--- src/rtl/lvds_rx_init_seq.sv ---
// LVDS receiver initialisation sequencer: PLL reset, per-channel reset release,
// DPA lock wait, FIFO/CDA reset pulses, with timeouts, bounded retry and lock supervision.
module lvds_rx_init_seq #(
  parameter int NUM_CH          = 4,
  parameter int PLL_RST_CYCLES  = 8,
  parameter int LOCK_TIMEOUT    = 1024,
  parameter int FIFO_RST_CYCLES = 2,
  parameter int CDA_RST_CYCLES  = 2,
  parameter int MAX_RETRIES     = 3
) (
  input  logic              clk,
  input  logic              rst_n,
  input  logic              user_mode,
  input  logic              restart,
  input  logic [NUM_CH-1:0] ch_enable,
  input  logic              rx_locked,
  input  logic [NUM_CH-1:0] rx_dpa_locked,
  output logic              pll_areset,
  output logic [NUM_CH-1:0] rx_reset,
  output logic [NUM_CH-1:0] rx_fifo_reset,
  output logic [NUM_CH-1:0] rx_cda_reset,
  output logic              init_done,
  output logic              init_error,
  output logic [3:0]        retry_cnt,
  output logic [2:0]        seq_state
);

  localparam logic [2:0] S_IDLE     = 3'd0;
  localparam logic [2:0] S_PLL_RST  = 3'd1;
  localparam logic [2:0] S_WAIT_PLL = 3'd2;
  localparam logic [2:0] S_WAIT_DPA = 3'd3;
  localparam logic [2:0] S_FIFO_RST = 3'd4;
  localparam logic [2:0] S_CDA_RST  = 3'd5;
  localparam logic [2:0] S_DONE     = 3'd6;
  localparam logic [2:0] S_ERROR    = 3'd7;

  localparam int MAX_AB  = (PLL_RST_CYCLES > LOCK_TIMEOUT) ? PLL_RST_CYCLES : LOCK_TIMEOUT;
  localparam int MAX_CD  = (FIFO_RST_CYCLES > CDA_RST_CYCLES) ? FIFO_RST_CYCLES : CDA_RST_CYCLES;
  localparam int MAX_CYC = (MAX_AB > MAX_CD) ? MAX_AB : MAX_CD;
  localparam int CW      = $clog2(MAX_CYC) + 1;

  localparam logic [CW-1:0] C_ZERO      = {CW{1'b0}};
  localparam logic [CW-1:0] C_ONE       = CW'(1);
  localparam logic [CW-1:0] C_PLL_LAST  = CW'(PLL_RST_CYCLES - 1);
  localparam logic [CW-1:0] C_TO_LAST   = CW'(LOCK_TIMEOUT - 1);
  localparam logic [CW-1:0] C_FIFO_LAST = CW'(FIFO_RST_CYCLES - 1);
  localparam logic [CW-1:0] C_CDA_LAST  = CW'(CDA_RST_CYCLES - 1);
  localparam logic [3:0]    C_MAX_RETRY = 4'(MAX_RETRIES);
  localparam logic [NUM_CH-1:0] C_NO_CH = {NUM_CH{1'b0}};

  logic [2:0]        r_state;
  logic [CW-1:0]     r_cnt;
  logic [3:0]        r_retry;
  logic [NUM_CH-1:0] r_ch_mask;

  logic [2:0]        w_state_nxt;
  logic [CW-1:0]     w_cnt_nxt;
  logic [3:0]        w_retry_nxt;
  logic              w_load_mask;
  logic [NUM_CH-1:0] w_mask_nxt;
  logic              w_dpa_ok;
  logic              w_lock_lost;
  logic [2:0]        w_rt_state;
  logic [3:0]        w_rt_retry;
  logic              w_rt_reload;

  assign w_dpa_ok    = ((rx_dpa_locked & r_ch_mask) == r_ch_mask);
  assign w_lock_lost = !rx_locked || !w_dpa_ok;

  // Retry path target: give up once the retry budget is spent, else rerun from PLL reset.
  assign w_rt_state  = (r_retry == C_MAX_RETRY) ? S_ERROR : S_PLL_RST;
  assign w_rt_retry  = (r_retry == C_MAX_RETRY) ? r_retry : (r_retry + 4'd1);
  assign w_rt_reload = (r_retry != C_MAX_RETRY);

  assign w_mask_nxt  = w_load_mask ? ch_enable : r_ch_mask;

  // Next-state, phase counter and retry bookkeeping.
  always_comb begin
    w_state_nxt = r_state;
    w_cnt_nxt   = r_cnt;
    w_retry_nxt = r_retry;
    w_load_mask = 1'b0;
    if (restart && (r_state != S_IDLE)) begin
      w_state_nxt = S_PLL_RST;
      w_cnt_nxt   = C_ZERO;
      w_retry_nxt = 4'd0;
      w_load_mask = 1'b1;
    end else begin
      case (r_state)
        S_IDLE: begin
          if (user_mode) begin
            w_state_nxt = S_PLL_RST;
            w_cnt_nxt   = C_ZERO;
            w_retry_nxt = 4'd0;
            w_load_mask = 1'b1;
          end else begin
            w_state_nxt = S_IDLE;
          end
        end
        S_PLL_RST: begin
          if (r_cnt == C_PLL_LAST) begin
            w_state_nxt = S_WAIT_PLL;
            w_cnt_nxt   = C_ZERO;
          end else begin
            w_cnt_nxt = r_cnt + C_ONE;
          end
        end
        S_WAIT_PLL: begin
          if (rx_locked) begin
            w_state_nxt = S_WAIT_DPA;
            w_cnt_nxt   = C_ZERO;
          end else if (r_cnt == C_TO_LAST) begin
            w_state_nxt = w_rt_state;
            w_retry_nxt = w_rt_retry;
            w_load_mask = w_rt_reload;
            w_cnt_nxt   = C_ZERO;
          end else begin
            w_cnt_nxt = r_cnt + C_ONE;
          end
        end
        S_WAIT_DPA: begin
          // PLL lock loss outranks a DPA lock arriving on the same cycle.
          if (!rx_locked || (!w_dpa_ok && (r_cnt == C_TO_LAST))) begin
            w_state_nxt = w_rt_state;
            w_retry_nxt = w_rt_retry;
            w_load_mask = w_rt_reload;
            w_cnt_nxt   = C_ZERO;
          end else if (w_dpa_ok) begin
            w_state_nxt = S_FIFO_RST;
            w_cnt_nxt   = C_ZERO;
          end else begin
            w_cnt_nxt = r_cnt + C_ONE;
          end
        end
        S_FIFO_RST: begin
          if (r_cnt == C_FIFO_LAST) begin
            w_state_nxt = S_CDA_RST;
            w_cnt_nxt   = C_ZERO;
          end else begin
            w_cnt_nxt = r_cnt + C_ONE;
          end
        end
        S_CDA_RST: begin
          if (r_cnt == C_CDA_LAST) begin
            w_state_nxt = S_DONE;
            w_cnt_nxt   = C_ZERO;
            w_retry_nxt = 4'd0;
          end else begin
            w_cnt_nxt = r_cnt + C_ONE;
          end
        end
        S_DONE: begin
          if (w_lock_lost) begin
            w_state_nxt = w_rt_state;
            w_retry_nxt = w_rt_retry;
            w_load_mask = w_rt_reload;
            w_cnt_nxt   = C_ZERO;
          end else begin
            w_state_nxt = S_DONE;
          end
        end
        S_ERROR: begin
          w_state_nxt = S_ERROR;
        end
        default: begin
          w_state_nxt = S_IDLE;
          w_cnt_nxt   = C_ZERO;
          w_retry_nxt = 4'd0;
        end
      endcase
    end
  end

  // Sequencer state registers.
  always_ff @(posedge clk or negedge rst_n) begin
    if (!rst_n) begin
      r_state   <= S_IDLE;
      r_cnt     <= C_ZERO;
      r_retry   <= 4'd0;
      r_ch_mask <= C_NO_CH;
    end else begin
      r_state   <= w_state_nxt;
      r_cnt     <= w_cnt_nxt;
      r_retry   <= w_retry_nxt;
      r_ch_mask <= w_mask_nxt;
    end
  end

  // Output flops decoded from the next state so they switch with the state register.
  always_ff @(posedge clk or negedge rst_n) begin
    if (!rst_n) begin
      pll_areset    <= 1'b0;
      rx_reset      <= C_NO_CH;
      rx_fifo_reset <= C_NO_CH;
      rx_cda_reset  <= C_NO_CH;
      init_done     <= 1'b0;
      init_error    <= 1'b0;
    end else begin
      pll_areset    <= (w_state_nxt == S_PLL_RST);
      rx_reset      <= ((w_state_nxt == S_PLL_RST) || (w_state_nxt == S_WAIT_PLL)) ? w_mask_nxt : C_NO_CH;
      rx_fifo_reset <= (w_state_nxt == S_FIFO_RST) ? w_mask_nxt : C_NO_CH;
      rx_cda_reset  <= (w_state_nxt == S_CDA_RST) ? w_mask_nxt : C_NO_CH;
      init_done     <= (w_state_nxt == S_DONE);
      init_error    <= (w_state_nxt == S_ERROR);
    end
  end

  assign retry_cnt = r_retry;
  assign seq_state = r_state;

endmodule
--- config.mk ---
export PLATFORM = sky130hd
export DESIGN_NAME = lvds_rx_init_seq
export DESIGN_NICKNAME = d
export VERILOG_FILES = /design/src/rtl/lvds_rx_init_seq.sv
export SDC_FILE = /design/constraint.sdc
export NUM_CORES = 1
export LEC_CHECK = 0
export CORE_MARGIN = 4
export CORE_UTILIZATION = 45
export DETAILED_ROUTE_END_ITERATION = 6
export GPL_TIMING_DRIVEN = 0
export PLACE_DENSITY = 0.77
export SLEW_MARGIN = 20
export SYNTH_ARGS = -nofsm -noshare
export SYNTH_HDL_FRONTEND = slang
export SYNTH_SLANG_ARGS = --single-unit
--- constraint.sdc ---
create_clock -name clk -period 2.05 [get_ports clk]
set_clock_uncertainty 0.1 [all_clocks]
set_input_delay 0.41 -clock clk [delete_from_list [all_inputs] [get_ports clk]]
set_output_delay 0.41 -clock clk [all_outputs]
set_load 0.01 [all_outputs]
==> impl_metrics.tcl, run 1 <==
set metrics [dict create \
    numCtsBuffers 5 \
    gp_congestion 0.870 \
    max_freq_mhz 461 \
    path_max_fanout 6 \
    initial_utilization_pct 46.3 \
    portBuffers 34 \
    root_buffer "clkbuf_8" \
    area_growth_pct 55.1 \
    antenna_found_initial 0 \
    grt_pass1_wl_microns 10000 \
    synthDominantCellAreaShare_pct 42.3 \
    synth-edff-count 0 \
    fin_util_pct 71.8 \
    path_class "register to register" \
    multi_input_area_sq_um 1550 \
    netlist_area_sq_um 2190 \
    diodes 0 \
    ant_nets 0 \
    final_area_sq_um 3390 \
    clkSinkCount 37 \
    setup_tns_ps -1370 \
    reg2reg_to "pll_areset" \
    hpwl_microns 3930 \
    slew_headroom_pct 32.3 \
    max_cap_violations 0 \
    synth_top_cell_by_area "dfrtp_1" \
    fp.dieH_microns 77.7 \
    routed_wl_microns 6090 \
    nFillCells 320 \
    firstDrtPassIters 5 \
    hold_viol_final 0 \
    synth_most_common_cell "dfrtp_1" \
    rsz0062_at_grt "true" \
    min_path_type "input pin to asynchronous set/reset pin" \
    grt_max_degree 24 \
    cts_buffer_depth 2 \
    synth-seq-cells 37 \
    finalSetupViolations 23 \
    pin_count 35 \
    outcome "finished, violations left" \
    final_layout_size_suffix_gt1_share_pct 40.9 \
    yosysUniqueCellTypes 60 \
    period_minus_slack_ps 2170 \
    pre_cts_slack_ps -577 \
    rows 25 \
    finalNetCount 318 \
    die-area_sq_um 6040 \
    routedWlPerCell_microns 16.4 \
    grt.overflow.total 0 \
    synth_cells 233 \
    drt_iter0_markers 134 \
    p_leak_nw 1.49 \
    power.density_nw_per_um2 626 \
    fin_ws_ps -121 \
    htree_levels 2 \
    seqCellArea_sq_um 936 \
    clk_latency_ps 300 \
    worst_pin_slew_ps 1010 \
    timing.final.crit_share_pct 106 \
    num_vias 2097 \
    place_area_sq_um 2690 \
    ff2ff_path_depth 7 \
    grt_pass1_vias 2029 \
    synth_commonest_cells "dfrtp_1 (37), nand2_1 (20), nor2_1 (19), o21ai_0 (18), nor4_1 (12)" \
    r2r-start "r_cnt[3]" \
    viasPerCell 5.67 \
    synthArstFlopShare_pct 100 \
    r2r_setup_slack_ps -120 \
    ys_top_cells_by_area "dfrtp_1 (42%), o21ai_0 (4.1%), nand2_1 (3.4%), nor4_1 (3.4%), nor2_1 (3.3%)" \
    drv_slew 0 \
    avgSynthCellArea_sq_um 9.39 \
    ys_seq_area_share_pct 42.3 \
    ys_warn_count 0 \
    start_kind "register" \
    ys.flop_type "dfrtp_1" \
    die_w_microns 77.7 \
    endpoint_kind "register" \
    clk_pin_slew_worst_paths_ps 80 \
    grtUsageTotal_pct 20.8 \
    coreArea_sq_um 4720 \
    drc_errors 0 \
    critPathArrivalTime_ps 2290 \
    syn_nets 249 \
    peakVddDrop_v 0.000364 \
    failed_checks "negative setup slack" \
    cts_tree "done" \
    crit_required_ps 2170 \
]
[per-stage QoR]
stage / hold slack, ps / power, mW / cells
final: 460 / 2.12 / 370
after floorplan: 14.4 / 1.12 / 233
after detailed placement: 255 / 1.31 / 335
after global placement: 422 / 1.30 / 334
after global routing: 496 / 2.23 / 370
after CTS: 464 / 2.07 / 362
[state kept, by name, indices dropped and copies added (netlist names), 3 cells and up]
name           cells
r_cnt             11
rx_reset           4
retry_cnt          4
rx_cda_reset       4
r_ch_mask          4
seq_state          3
rx_fifo_reset      4
[cells by family (layout without fill, tap and decap cells)]
family | Yosys count | in the layout | share of synthesized area, %
flip-flops | 37 | 37 | 42.3
AO/OA/AOI/OAI | 58 | 58 | 19.5
multiplexers | 5 | 5 | 2.29
adder cells (fa/ha/maj) | 3 | 3 | 1.72
buffers and inverters | 18 | 88 | 4.35
XOR/XNOR | 4 | 4 | 1.60
AND/OR/NAND/NOR | 108 | 108 | 28.2
[report_power, final]
part           internal, mW  switching (mW)
registers             0.788          0.0353
clock network         0.364           0.281
logic                 0.315           0.340
[layer usage]
metal  vias up  part of all wire, %  GRT usage (%)
li1        995                    -              -
met2        79                   49           34.8
met5         -                    0              0
met1      1009                   44           27.2
met3        14                  4.6           3.71
met4         0                  2.1           6.76
[placed cells by master, fill, tap and decap left out, types with 3 or more instances in the layout]
cell type	Yosys	final
a21oi_1	7	3
nand2_1	20	17
o21ai_1	1	9
nor2_1	19	18
clkdlybuf4s50_1	0	30
inv_1	9	8
nor4_4	0	6
nor4_2	0	5
and3_1	7	6
clkbuf_8	2	7
o21ai_0	18	9
xor2_1	4	4
nand4_1	3	3
nor3_1	6	4
a21o_1	4	4
a21oi_2	0	4
or2_2	4	3
nor3b_2	0	3
nand3_1	5	3
mux2i_4	0	4
nor3b_1	6	3
o2111ai_1	3	3
or2b_4	0	4
dfrtp_1	37	29
buf_4	1	25
or3_1	3	3
buf_6	0	4
dfrtp_2	0	8
[what timing repair did]
action / in CTS / in global routing
gates cloned: 0 / 0
hold buffers: 1 / 0
hold endpoints to repair: 14 / 0
gates resized for setup: 56 / 31
endpoints found under the setup margin: 37 / 34
pin swaps: 19 / 21
setup buffers: 18 / 9
[critical path: stages (launching register included)]
cell,delay [ps]
dfrtp_2,440
buf_12,120
nand4_4,130
o31ai_4,340
a221oi_2,110
a211o_2,360
or3_1,360
a21oi_1,130
[final cells by class]
| cell class | instances | area share [%] |
|---|---|---|
| Tap cell | 67 | 2.47 |
| Sequential cell | 37 | 27.6 |
| Timing Repair Buffer | 63 | 17.8 |
| Multi-Input combinational cell | 178 | 45.8 |
| Clock inverter | 3 | 1.36 |
| Inverter | 9 | 0.996 |
| Buffer | 8 | 1.99 |
| Clock buffer | 5 | 2.03 |
[how the worst max path moves through the flow]
| stage | startpoint | endpoint | slack [ps] | cells past startpoint |
|---|---|---|---|---|
| after global placement | rx_dpa_locked[2] | r_cnt[4] | -550 | 7 |
| final | r_cnt[3] | pll_areset | -120 | 7 |
| after floorplan | retry_cnt[0] | retry_cnt[3] | -60 | 7 |
| after CTS | r_cnt[10] | pll_areset | -60 | 6 |
| after detailed placement | rx_dpa_locked[2] | rx_reset[3] | -580 | 8 |
| after global routing | retry_cnt[0] | rx_reset[2] | -200 | 7 |
No activity file was read; power rests on OpenSTA's default activity.
==> run 2: changes to the inputs <==
--- a/config.mk
+++ b/config.mk
@@ -9,8 +9,9 @@
 export CORE_UTILIZATION = 45
 export DETAILED_ROUTE_END_ITERATION = 6
 export GPL_TIMING_DRIVEN = 0
-export PLACE_DENSITY = 0.77
+export PLACE_DENSITY = 0.74
 export SLEW_MARGIN = 20
 export SYNTH_ARGS = -nofsm -noshare
 export SYNTH_HDL_FRONTEND = slang
 export SYNTH_SLANG_ARGS = --single-unit
+export TNS_END_PERCENT = 10
==> constraint.sdc (replaced) <==
create_clock -name clk -period 2.6 [get_ports clk]
set_clock_uncertainty 0.1 [all_clocks]
set_input_delay 0.52 -clock clk [delete_from_list [all_inputs] [get_ports clk]]
set_output_delay 0.52 -clock clk [all_outputs]
set_load 0.01 [all_outputs]
==> run 2 against run 1 <==
Effect of this change: non-clock buffer count fell by 27; largest power group unchanged; worst setup slack improved by 230 ps; via count shrank 7.0%; routed wire length fell by 16%; sequential share of layout area increased by 5.4 points; register-to-register slack improved by 230 ps; total power decreased by 25%; clock power fell by 9.0%; the run now ends clean; count of clock-buffer cells in the layout is the same; core utilization is 12 points lower; sequential power is 22% lower; final area down 17%.
==> impl_metrics.tcl, run 2 (synthesized netlist as in run 1, its figures left out) <==
set metrics [dict create \
    outcome "complete, no violations" \
    htree_levels 2 \
    clkSinkCount 37 \
    diodes 0 \
    final_common_cell "dfrtp_1" \
    period_minus_slack_ps 2490 \
    routedWlPerCell_microns 15.0 \
    reg2reg_to "rx_reset[2]" \
    grt_pass1_vias 1847 \
    pre_cts_slack_ps -277 \
    grt_max_degree 26 \
    min_path_type "input pin to asynchronous set/reset pin" \
    max_cap_violations 0 \
    ant_nets 0 \
    antenna_found_initial 0 \
    cts_buffer_depth 2 \
    max_freq_mhz 402 \
    grt_pass1_wl_microns 8910 \
    endpoint_kind "register" \
    die-area_sq_um 6040 \
    grt.overflow.total 0 \
    finalSetupViolations 0 \
    coreArea_sq_um 4720 \
    rows 25 \
    fin_util_pct 59.4 \
    fin_hold_ws_ps 26.7 \
    finalNetCount 291 \
    drv_slew 0 \
    setup_tns_ps 0 \
    ff2ff_path_depth 7 \
    initial_utilization_pct 46.3 \
    power_mw 1.59 \
    r2r-start "retry_cnt[0]" \
    path_max_fanout 5 \
    critPathArrivalTime_ps 2560 \
    power.switching_mw 0.433 \
    place_area_sq_um 2630 \
    dpl.cell_count 335 \
    grtUsageTotal_pct 18.3 \
    postCtsHoldBufs 0 \
    fp.dieH_microns 77.7 \
    pin_count 35 \
    viasPerCell 5.69 \
    die_w_microns 77.7 \
    p_clk_share_pct 36.8 \
    final_area_sq_um 2810 \
    top_register "r_cnt" \
    p_leak_nw 1.23 \
    combinationalPowerShare_pct 22.8 \
    gp_congestion 0.895 \
    hold_viol_final 0 \
    cts_tree "done" \
    rsz0062_at_grt "true" \
    routed_wl_microns 5130 \
    final_layout_size_suffix_gt1_share_pct 17.8 \
    crit_required_ps 2670 \
    cts_resized 0 \
    start_kind "register" \
    clk_latency_ps 290 \
    final_cell_mix "dfrtp_1 (37), clkdlybuf4s50_1 (33), nand2_1 (20)" \
    portBuffers 34 \
    clk_pin_slew_worst_paths_ps 70 \
    area_growth_pct 28.3 \
    path_class "register to register" \
    root_buffer "clkbuf_8" \
    hpwl_microns 3860 \
    drt_iter0_markers 147 \
    numCtsBuffers 5 \
    firstDrtPassIters 4 \
    peakVddDrop_v 0.000380 \
    switching_share_pct 27.2 \
    postCtsSetupRepairBufs 0 \
    num_vias 1950 \
    final_cells 343 \
    fin_ws_ps 111 \
    largest_reg_flops 11 \
    timing.final.crit_share_pct 95.7 \
    internal_power_mw 1.16 \
    drc_errors 0 \
    r2r_setup_slack_ps 110 \
    slew_headroom_pct 53.6 \
    p_seq_share_pct 40.4 \
    worst_pin_slew_ps 695 \
    power.density_nw_per_um2 568 \
]
==> run 2: power by group through the flow <==
stage                     clock [mW]  sequential, mW  combinational [mW]
after floorplan                    0           0.664               0.200
after global placement             0           0.654               0.348
after detailed placement           0           0.655               0.352
after CTS                      0.602           0.644               0.355
after global routing           0.635           0.653               0.400
final                          0.587           0.645               0.363
==> run 2: area by class of cell <==
| type | instances | area (sq um) |
|---|---|---|
| Buffer | 9 | 61.3 |
| Fill cell | 392 | 1920 |
| Sequential cell | 37 | 926 |
| Clock inverter | 3 | 65.1 |
| Multi-Input combinational cell | 178 | 1200 |
| Timing Repair Buffer | 35 | 363 |
| Tap cell | 67 | 83.8 |
| Clock buffer | 5 | 68.8 |
| Inverter | 9 | 33.8 |
==> run 2: critical path, stage by stage (launching register included) <==
cell      delay, ps
dfrtp_1         420
ha_1            230
or3b_2          530
and3_1          250
o21ai_0         110
o211ai_2        200
mux2i_2         250
nor4_1          300
==> run 2: worst max path at each step <==
stage / startpoint / to / slack (ps) / cells after the start
final: retry_cnt[0] / rx_reset[2] / 110 / 7
after global routing: rx_dpa_locked[3] / rx_reset[2] / -60 / 8
after CTS: rx_dpa_locked[3] / rx_reset[2] / 10 / 8
after detailed placement: rx_dpa_locked[3] / rx_reset[2] / -280 / 8
after global placement: rx_dpa_locked[0] / rx_reset[2] / -220 / 8
after floorplan: retry_cnt[0] / retry_cnt[0] / 360 / 7
==> run 2: per-layer routing <==
metal / routed length, microns / vias to the layer above / global-route usage (%)
li1: - / 949 / -
met1: 2380 / 912 / 26.0
met2: 2390 / 81 / 28.3
met3: 282 / 8 / 3.48
met4: 74 / 0 / 5.52
met5: 0 / - / 0
